--- src/rtl/mem_stage.sv ---
// Memory-access pipeline stage: registers execute results, runs one req/ack data
// memory access per load/store, and formats big-endian byte/halfword/word data.
module mem_stage (
    input  logic        clk,
    input  logic        rst_n,
    input  logic        dMemWr,
    input  logic        dMemToReg,
    input  logic        dRegWrite,
    input  logic        dJal,
    input  logic        dLoadext,
    input  logic [1:0]  dDsize,
    input  logic [31:0] dALUout,
    input  logic [31:0] dBusB,
    input  logic [31:0] dDelayslot2,
    input  logic [4:0]  dRw,
    output logic        mem_req,
    output logic        mem_we,
    output logic [31:0] mem_addr,
    output logic [3:0]  mem_be,
    output logic [31:0] mem_wdata,
    input  logic        mem_ack,
    input  logic [31:0] mem_rdata,
    output logic        stall,
    output logic        RegWr,
    output logic        MemToReg,
    output logic        Jal,
    output logic [4:0]  Rw,
    output logic [31:0] ALUresult,
    output logic [31:0] MemData,
    output logic [31:0] Delayslot2,
    output logic        misalign
);

    localparam logic [1:0] ST_IDLE = 2'b00;
    localparam logic [1:0] ST_REQ  = 2'b01;
    localparam logic [1:0] ST_DONE = 2'b10;

    function automatic logic f_misaligned(input logic [1:0] size, input logic [1:0] off);
        logic res;
        case (size)
            2'b01:   res = off[0];
            2'b10:   res = 1'b0;
            default: res = (off != 2'b00);
        endcase
        return res;
    endfunction

    function automatic logic [3:0] f_byte_en(input logic [1:0] size, input logic [1:0] off);
        logic [3:0] be;
        case (size)
            2'b01:   be = off[1] ? 4'b0011 : 4'b1100;
            2'b10:   be = 4'b1000 >> off;
            default: be = 4'b1111;
        endcase
        return be;
    endfunction

    function automatic logic [31:0] f_store_data(input logic [1:0] size, input logic [31:0] busb);
        logic [31:0] wd;
        case (size)
            2'b01:   wd = {2{busb[15:0]}};
            2'b10:   wd = {4{busb[7:0]}};
            default: wd = busb;
        endcase
        return wd;
    endfunction

    // Offset 0 is the most significant lane (big-endian).
    function automatic logic [31:0] f_load_data(input logic [1:0] size, input logic [1:0] off,
                                                input logic ext, input logic [31:0] rdata);
        logic [7:0]  b;
        logic [15:0] h;
        logic [31:0] res;
        case (off)
            2'b00:   b = rdata[31:24];
            2'b01:   b = rdata[23:16];
            2'b10:   b = rdata[15:8];
            default: b = rdata[7:0];
        endcase
        h = off[1] ? rdata[15:0] : rdata[31:16];
        case (size)
            2'b01:   res = {{16{ext & h[15]}}, h};
            2'b10:   res = {{24{ext & b[7]}}, b};
            default: res = rdata;
        endcase
        return res;
    endfunction

    logic [1:0]  r_state;
    logic        r_mem_wr;
    logic        r_mem_to_reg;
    logic        r_reg_write;
    logic        r_jal;
    logic        r_loadext;
    logic [1:0]  r_dsize;
    logic [31:0] r_alu;
    logic [31:0] r_ds2;
    logic [4:0]  r_rw;
    logic        r_mem_we;
    logic [31:0] r_mem_addr;
    logic [3:0]  r_mem_be;
    logic [31:0] r_mem_wdata;
    logic        r_reg_wr;
    logic        r_misalign;
    logic [31:0] r_mem_data;

    logic        w_stall;
    logic        w_is_mem;
    logic        w_mis;
    logic        w_go_req;
    logic        w_is_load;
    logic [31:0] w_load_data;

    assign w_stall     = (r_state == ST_REQ);
    assign w_is_mem    = dMemWr | dMemToReg;
    assign w_mis       = w_is_mem & f_misaligned(dDsize, dALUout[1:0]);
    assign w_go_req    = w_is_mem & ~w_mis;
    assign w_is_load   = r_mem_to_reg & ~r_mem_wr;
    assign w_load_data = f_load_data(r_dsize, r_alu[1:0], r_loadext, mem_rdata);

    // Execute-stage capture register; frozen while an access is outstanding.
    always_ff @(posedge clk or negedge rst_n) begin
        if (!rst_n) begin
            r_mem_wr     <= 1'b0;
            r_mem_to_reg <= 1'b0;
            r_reg_write  <= 1'b0;
            r_jal        <= 1'b0;
            r_loadext    <= 1'b0;
            r_dsize      <= 2'b00;
            r_alu        <= 32'h0000_0000;
            r_ds2        <= 32'h0000_0000;
            r_rw         <= 5'd0;
        end else if (!w_stall) begin
            r_mem_wr     <= dMemWr;
            r_mem_to_reg <= dMemToReg;
            r_reg_write  <= dRegWrite;
            r_jal        <= dJal;
            r_loadext    <= dLoadext;
            r_dsize      <= dDsize;
            r_alu        <= dALUout;
            r_ds2        <= dDelayslot2;
            r_rw         <= dRw;
        end
    end

    // Access FSM; DONE is only a marker and decides the next capture like IDLE.
    always_ff @(posedge clk or negedge rst_n) begin
        if (!rst_n) begin
            r_state <= ST_IDLE;
        end else if (!w_stall) begin
            r_state <= w_go_req ? ST_REQ : ST_IDLE;
        end else if (mem_ack) begin
            r_state <= ST_DONE;
        end else begin
            r_state <= ST_REQ;
        end
    end

    // Request attributes are fixed at capture so they stay constant through REQ.
    always_ff @(posedge clk or negedge rst_n) begin
        if (!rst_n) begin
            r_mem_we    <= 1'b0;
            r_mem_addr  <= 32'h0000_0000;
            r_mem_be    <= 4'b0000;
            r_mem_wdata <= 32'h0000_0000;
        end else if (!w_stall) begin
            r_mem_we    <= dMemWr & w_go_req;
            r_mem_addr  <= {dALUout[31:2], 2'b00};
            r_mem_be    <= w_go_req ? f_byte_en(dDsize, dALUout[1:0]) : 4'b0000;
            r_mem_wdata <= f_store_data(dDsize, dBusB);
        end else if (mem_ack) begin
            r_mem_we    <= 1'b0;
        end
    end

    // Writeback qualifiers and load data; RegWr stays low for the whole request.
    always_ff @(posedge clk or negedge rst_n) begin
        if (!rst_n) begin
            r_reg_wr   <= 1'b0;
            r_misalign <= 1'b0;
            r_mem_data <= 32'h0000_0000;
        end else if (!w_stall) begin
            r_reg_wr   <= dRegWrite & ~w_mis & ~w_go_req;
            r_misalign <= w_mis;
        end else if (mem_ack) begin
            r_reg_wr   <= r_reg_write;
            if (w_is_load) begin
                r_mem_data <= w_load_data;
            end
        end
    end

    assign stall      = w_stall;
    assign mem_req    = w_stall;
    assign mem_we     = r_mem_we;
    assign mem_addr   = r_mem_addr;
    assign mem_be     = r_mem_be;
    assign mem_wdata  = r_mem_wdata;
    assign RegWr      = r_reg_wr;
    assign MemToReg   = r_mem_to_reg;
    assign Jal        = r_jal;
    assign Rw         = r_rw;
    assign ALUresult  = r_alu;
    assign MemData    = r_mem_data;
    assign Delayslot2 = r_ds2;
    assign misalign   = r_misalign;

endmodule

--- config.mk ---
export PLATFORM = sky130hd
export DESIGN_NAME = mem_stage
export DESIGN_NICKNAME = d
export VERILOG_FILES = /design/src/rtl/mem_stage.sv
export SDC_FILE = /design/constraint.sdc
export NUM_CORES = 1
export LEC_CHECK = 0
export ABC_CLOCK_PERIOD_IN_PS = 3300
export BUFFER_PORTS_ARGS = -buffer_cell sky130_fd_sc_hd__buf_2
export CAP_MARGIN = 20
export CORE_AREA = 2 2 123 125
export CTS_BUF_LIST = sky130_fd_sc_hd__clkbuf_8
export CTS_CLUSTER_SIZE = 14
export DETAILED_ROUTE_END_ITERATION = 6
export DIE_AREA = 0 0 125 127
export PLACE_DENSITY = 0.79
export SYNTH_ARGS = -nofsm -noshare
export SYNTH_HDL_FRONTEND = slang
export SYNTH_SLANG_ARGS = --single-unit
--- constraint.sdc ---
create_clock -name clk -period 3.3 [get_ports clk]
set_clock_uncertainty 0.2 [all_clocks]
set_input_delay 0.165 -clock clk [delete_from_list [all_inputs] [get_ports clk]]
set_output_delay 0.165 -clock clk [all_outputs]
set_load 0.005 [all_outputs]
Word level (Yosys, flattened, before mapping)
Index checks and enable logic that the tools add are counted.
- shifts and indexed selects: 1
- bitwise logic cells: 12
- equal/unequal tests: 8
- mux-type cells: 15
- reductions and logical operators: 3
- operators with widths (operator ; number):
    $pmux 32 s2 ; 2
    $pmux 8 s3 ; 1
    $mux 16 ; 1
    $and 1x1->1 ; 8
    $eq 2x1->1 const B ; 4
    $mux 4 ; 2
    $pmux 4 s2 ; 1
    $eq 2x2->1 const B ; 3
    $mux 1 ; 5
    $mux 2 ; 2
    $shr 4x2->4 const A ; 1
    $not 1->1 ; 3
    $reduce_and 3->1 ; 1
    $logic_not 2->1 ; 1
    $ne 2x1->1 const B ; 1
    $pmux 1 s2 ; 1
    $reduce_bool 2->1 ; 1
    $or 1x1->1 ; 1
- logic and storage cells: 56
- output and inout bits: 176
- input bits: 143
- register bits: 179

Depth between registers and ports, before layout
- word-level depth: 8
- gate-level depth with buffers: 8
- depth with buffers taken out: 6

Worst setup path after synthesis
Ideal clock, no wire load.
- kind: register -> register
- from: register r_alu[0], in the netlist ALUresult[0]
- to: register r_mem_data[20], in the netlist MemData[20]
- required time: 2.979 ns
- stages on the path, launching flop included: 6
- arrival: 1.668 ns
- buffers on the path: 1
- setup time: 0.121 ns
- slack: 1.312 ns
- clock period less this slack: 1.988 ns
- cells stage by stage: dfrtp_1 -> mux4_2 -> a22o_1 -> a31oi_4 -> buf_6 -> a21oi_1
- longest elaborated chain between the ends: 4
- elaborated cells on any way between the ends: 6
- those cells by class: 2 x eq/ne; 2 x mux; 1 x bitwise; 1 x reduce/logical
- ends and longest elaborated chain (item ; RTL line ; source):
    from (decl) ; 96 ; logic [31:0] r_alu;
    from (signal assigned) ; 140 ; r_alu <= dALUout;
    $eq 2x2->1 (tied with other cells) ; 74 ; case (off)
    $pmux 8 s3 * ; 74 ;
    $and 1x1->1 * ; 83 ; 2'b10: res = {{24{ext & b[7]}}, b};
    $pmux 32 s2 * ; 81 ; case (size)
    to (signal assigned) ; 188 ; r_mem_data <= w_load_data;
    to (decl) ; 105 ; logic [31:0] r_mem_data;
Mark *: on every way between the ends. The rest lies on a longest branch, timed or not.
A chain may end at the register's enable or synchronous reset.

Worst setup path after layout
- from: register r_state[1]
- to: register r_mem_wdata[15], in the netlist mem_wdata[15]
- longest elaborated chain between the ends: 1
- ends and longest elaborated chain (item ; RTL line ; source):
    from (decl) ; 89 ; logic [1:0] r_state;
    from (signal assigned) ; 151 ; r_state <= w_go_req ? ST_REQ : ST_IDLE;
    $eq 2x1->1 ; 114 ; assign w_stall = (r_state == ST_REQ);
    to (signal assigned) ; 170 ; r_mem_wdata <= f_store_data(dDsize, dBusB);
    to (decl) ; 102 ; logic [31:0] r_mem_wdata;
Every way passes these cells.

==> flow_summary.ini <==
[setup_path]
path_common_cell = buf_4
critPathCaptureType = flop
worst_setup_path_start_kind = flop
required_ns = 3.48
crit_arrival_ns = 3.11
cpPeakStageDelay_ns = 0.64
crit_chain = nand2b_4, clkinv_2, buf_4, buf_4, nor2_1, a21oi_1, dlygate4sd3_1
crit_buf_inv = 4
path_max_fanout = 67
worst-setup-path-type = flop to flop
cp_top_family = buffers and inverters
slowest_stage = buf_4

[pwr]
ir_drop_mv = 0.3646
leakage_nw = 5.345
powerDensity_mw_per_mm2 = 762.7

[finish]
multi_input_area_mm2 = 0.002455
utilization_pct = 70.17
drive_gt1_share_pct = 30.59
fillers = 1015
diodes = 0
area_growth_pct = 52.59
instances_no_fill = 1387
fin_nets = 1337
seq_area_mm2 = 0.003729

[placed_design]
finalWeightedCongestion = 0.8424
port_buffers = 316
dp_hpwl_um = 13750
dpl.cell_count = 1201
place_ws_ns = 1.003

[worst_hold_path]
hp-class = input port to asynchronous set/reset pin

[timing]
worst_pin_slew_ns = 1.155
setup_tns_ns = 0
rsz0062_at_grt = no
finalHoldViolCount = 0
setup_ws_ns = 0.3745
slew_headroom_pct = 23.00
min_period_ns = 2.926
clock.fmax_ghz = 0.3418
whs_ns = 0.1043
min_period_over_period_pct = 88.65
drv_slew = 0
setup_viol = 0

[synthesis]
synthFlopType = dfrtp_1
syn_area_mm2 = 0.006633
ys_warn_count = 0
yosys.cell_types.count = 34
synth_top_family_by_area = simple AND/OR/NAND/NOR gates
synthAdderAreaFrac_pct = 0.7546
ys_seq_elements = 149
synth_enable_flop_cells = 0
postSynthCellCount = 767
synth_area_per_cell_um2 = 8.647
muxShareOfSynthArea_pct = 2.018
yosysSeqAreaShare_pct = 56.22
synth_compound_area_share_pct = 11.05
synthXorXnorAreaFrac_pct = 0
ys_async_sr_fraction_pct = 100.0
yosys.area_share.simple_pct = 22.96

[clock_tree]
cts_tree = done
cts-buffers-inserted = 17
clkLatencyLatePin_ns = 0.44
cts_buffer_depth = 2
h-tree-depth = 4
cts_resized = 0
clk_pin_slew_ns = 0.08
clock-sinks = 149
cts_root_buf = clkbuf_8

[routing]
dr.pass1.iters = 5
postRouteAntennaNets = 0
drtIter0Drc = 604
vias = 7165
wl_per_cell_um = 16.76
vias_per_cell = 5.166
drc = 0
drt_wl_total_um = 23240

[floorplanning]
rows = 44
die_y_um = 127
die_w_um = 125
dieArea_mm2 = 0.01588
start_util_pct = 45.98
core_mm2 = 0.01442
io_pins = 319

[global_route]
antenna_found_initial = 0
grt_pass1_wl_um = 37200
grt_pass1_vias = 7409
grt-ovfl-total = 0
grt_max_degree = 109
track_usage_pct = 29.25

[run]
maxCapViolations = 0

[outcome]
status = completed
what timing repair did:
action / CTS / global route
hold buffers: 154 / 0
buffers inserted: 0 / 0
hold endpoints to repair: 227 / 0
power breakdown:
| group | internal [mW] | switching [mW] | total (mW) |
|---|---|---|---|
| registers | 2.55 | 0.479 | 3.03 |
| clock network | 0.919 | 0.690 | 1.61 |
| logic | 1.37 | 1.72 | 3.08 |
final cells by class:
| cell class | instances | share of cell area [%] |
|---|---|---|
| clock inverter | 10 | 1.508 |
| tap | 184 | 2.275 |
| timing repair buffer | 480 | 31.78 |
| inverter | 9 | 0.3461 |
| multi-input combinational | 533 | 24.26 |
| sequential | 149 | 36.84 |
| clock buffer | 22 | 2.992 |
layout by cell type (no fill, tap or decap), drive strengths merged, types with 2 or more instances in the layout:
master,n
clkinv,3
o22ai,7
bufinv,4
o31a,2
conb,2
dfrtp,149
a21oi,43
a21boi,8
nand2,292
mux2,9
dlygate4sd3,154
clkbuf,22
nor3,7
nor2,91
a211oi,7
inv,11
a22oi,8
o21a,2
ha,4
o21ai,29
a31oi,2
buf,326
a221oi,9
a22o,2
flip-flops by register name, summed over array words and instances, names as in the netlist:
name	flops
ALUresult	32
Delayslot2	32
MemData	32
mem_wdata	32
Rw	5
mem_be	4
r_dsize	2
r_state	2
Jal	1
MemToReg	1
RegWr	1
mem_we	1
misalign	1
r_loadext	1
r_mem_wr	1
r_reg_write	1
final timing paths:
check | cells past startpoint | start | slack, ns | to
worst max-delay path | 7 | r_state[1] | 0.37 | mem_wdata[15]
worst min-delay path | 2 | rst_n | 0.10 | ALUresult[13]
worst max register to register | 7 | r_state[1] | 0.37 | mem_wdata[15]
worst min register to register | 2 | r_reg_write | 0.27 | r_reg_write
max in group asynchronous | 3 | rst_n | 1.94 | mem_wdata[2]
min in group clk | 4 | dDelayslot2[27] | 0.25 | Delayslot2[27]
worst reg2reg max path: stages (launching register included):
cell and delay (ns):
dfrtp_1 0.37, nand2b_4 0.14, clkinv_2 0.06, buf_4 0.39, buf_4 0.65, nor2_1 0.20
a21oi_1 0.24, dlygate4sd3_1 0.60
cells in the mapped netlist (5+ instances only):
master / instances / share of area (%)
nor3_1: 7 / 0.53
o21ai_0: 29 / 2.2
a211oi_1: 7 / 0.79
clkbuf_1: 36 / 2.0
buf_2: 5 / 0.38
a22oi_1: 8 / 0.91
a21boi_0: 8 / 0.91
mux2_2: 9 / 1.5
a21oi_1: 43 / 3.2
buf_4: 33 / 3.7
o22ai_1: 7 / 0.66
nand2_1: 292 / 17
a221oi_1: 9 / 1.2
inv_1: 9 / 0.51
dfrtp_1: 149 / 56
nor2_1: 91 / 5.2
stage by stage:
stage,power [mW],area [µm²]
floorplan,4.592,6636
global placement,5.722,8124
detailed placement,5.802,8124
CTS,7.621,10120
global route,8.243,10120
finish,7.719,10120
kinds of logic (layout without fill, tap and decap cells):
logic type                 count (synthesis)  after routing
buffers and inverters                     86            521
DFF                                      149            149
adders and majority gates                  4              4
AOI/OAI and AO/OA                        119            119
other                                      1              2
and+or+nand+nor                          397            397
muxes                                     11             11
per-layer routing:
metal / GRT usage, % / wire length (µm)
met1: 33.84 / 8494
met2: 50.16 / 11780
met3: 8.710 / 2097
met4: 13.86 / 868
met5: 0 / 0
No activity file was read; power rests on OpenSTA's default activity.
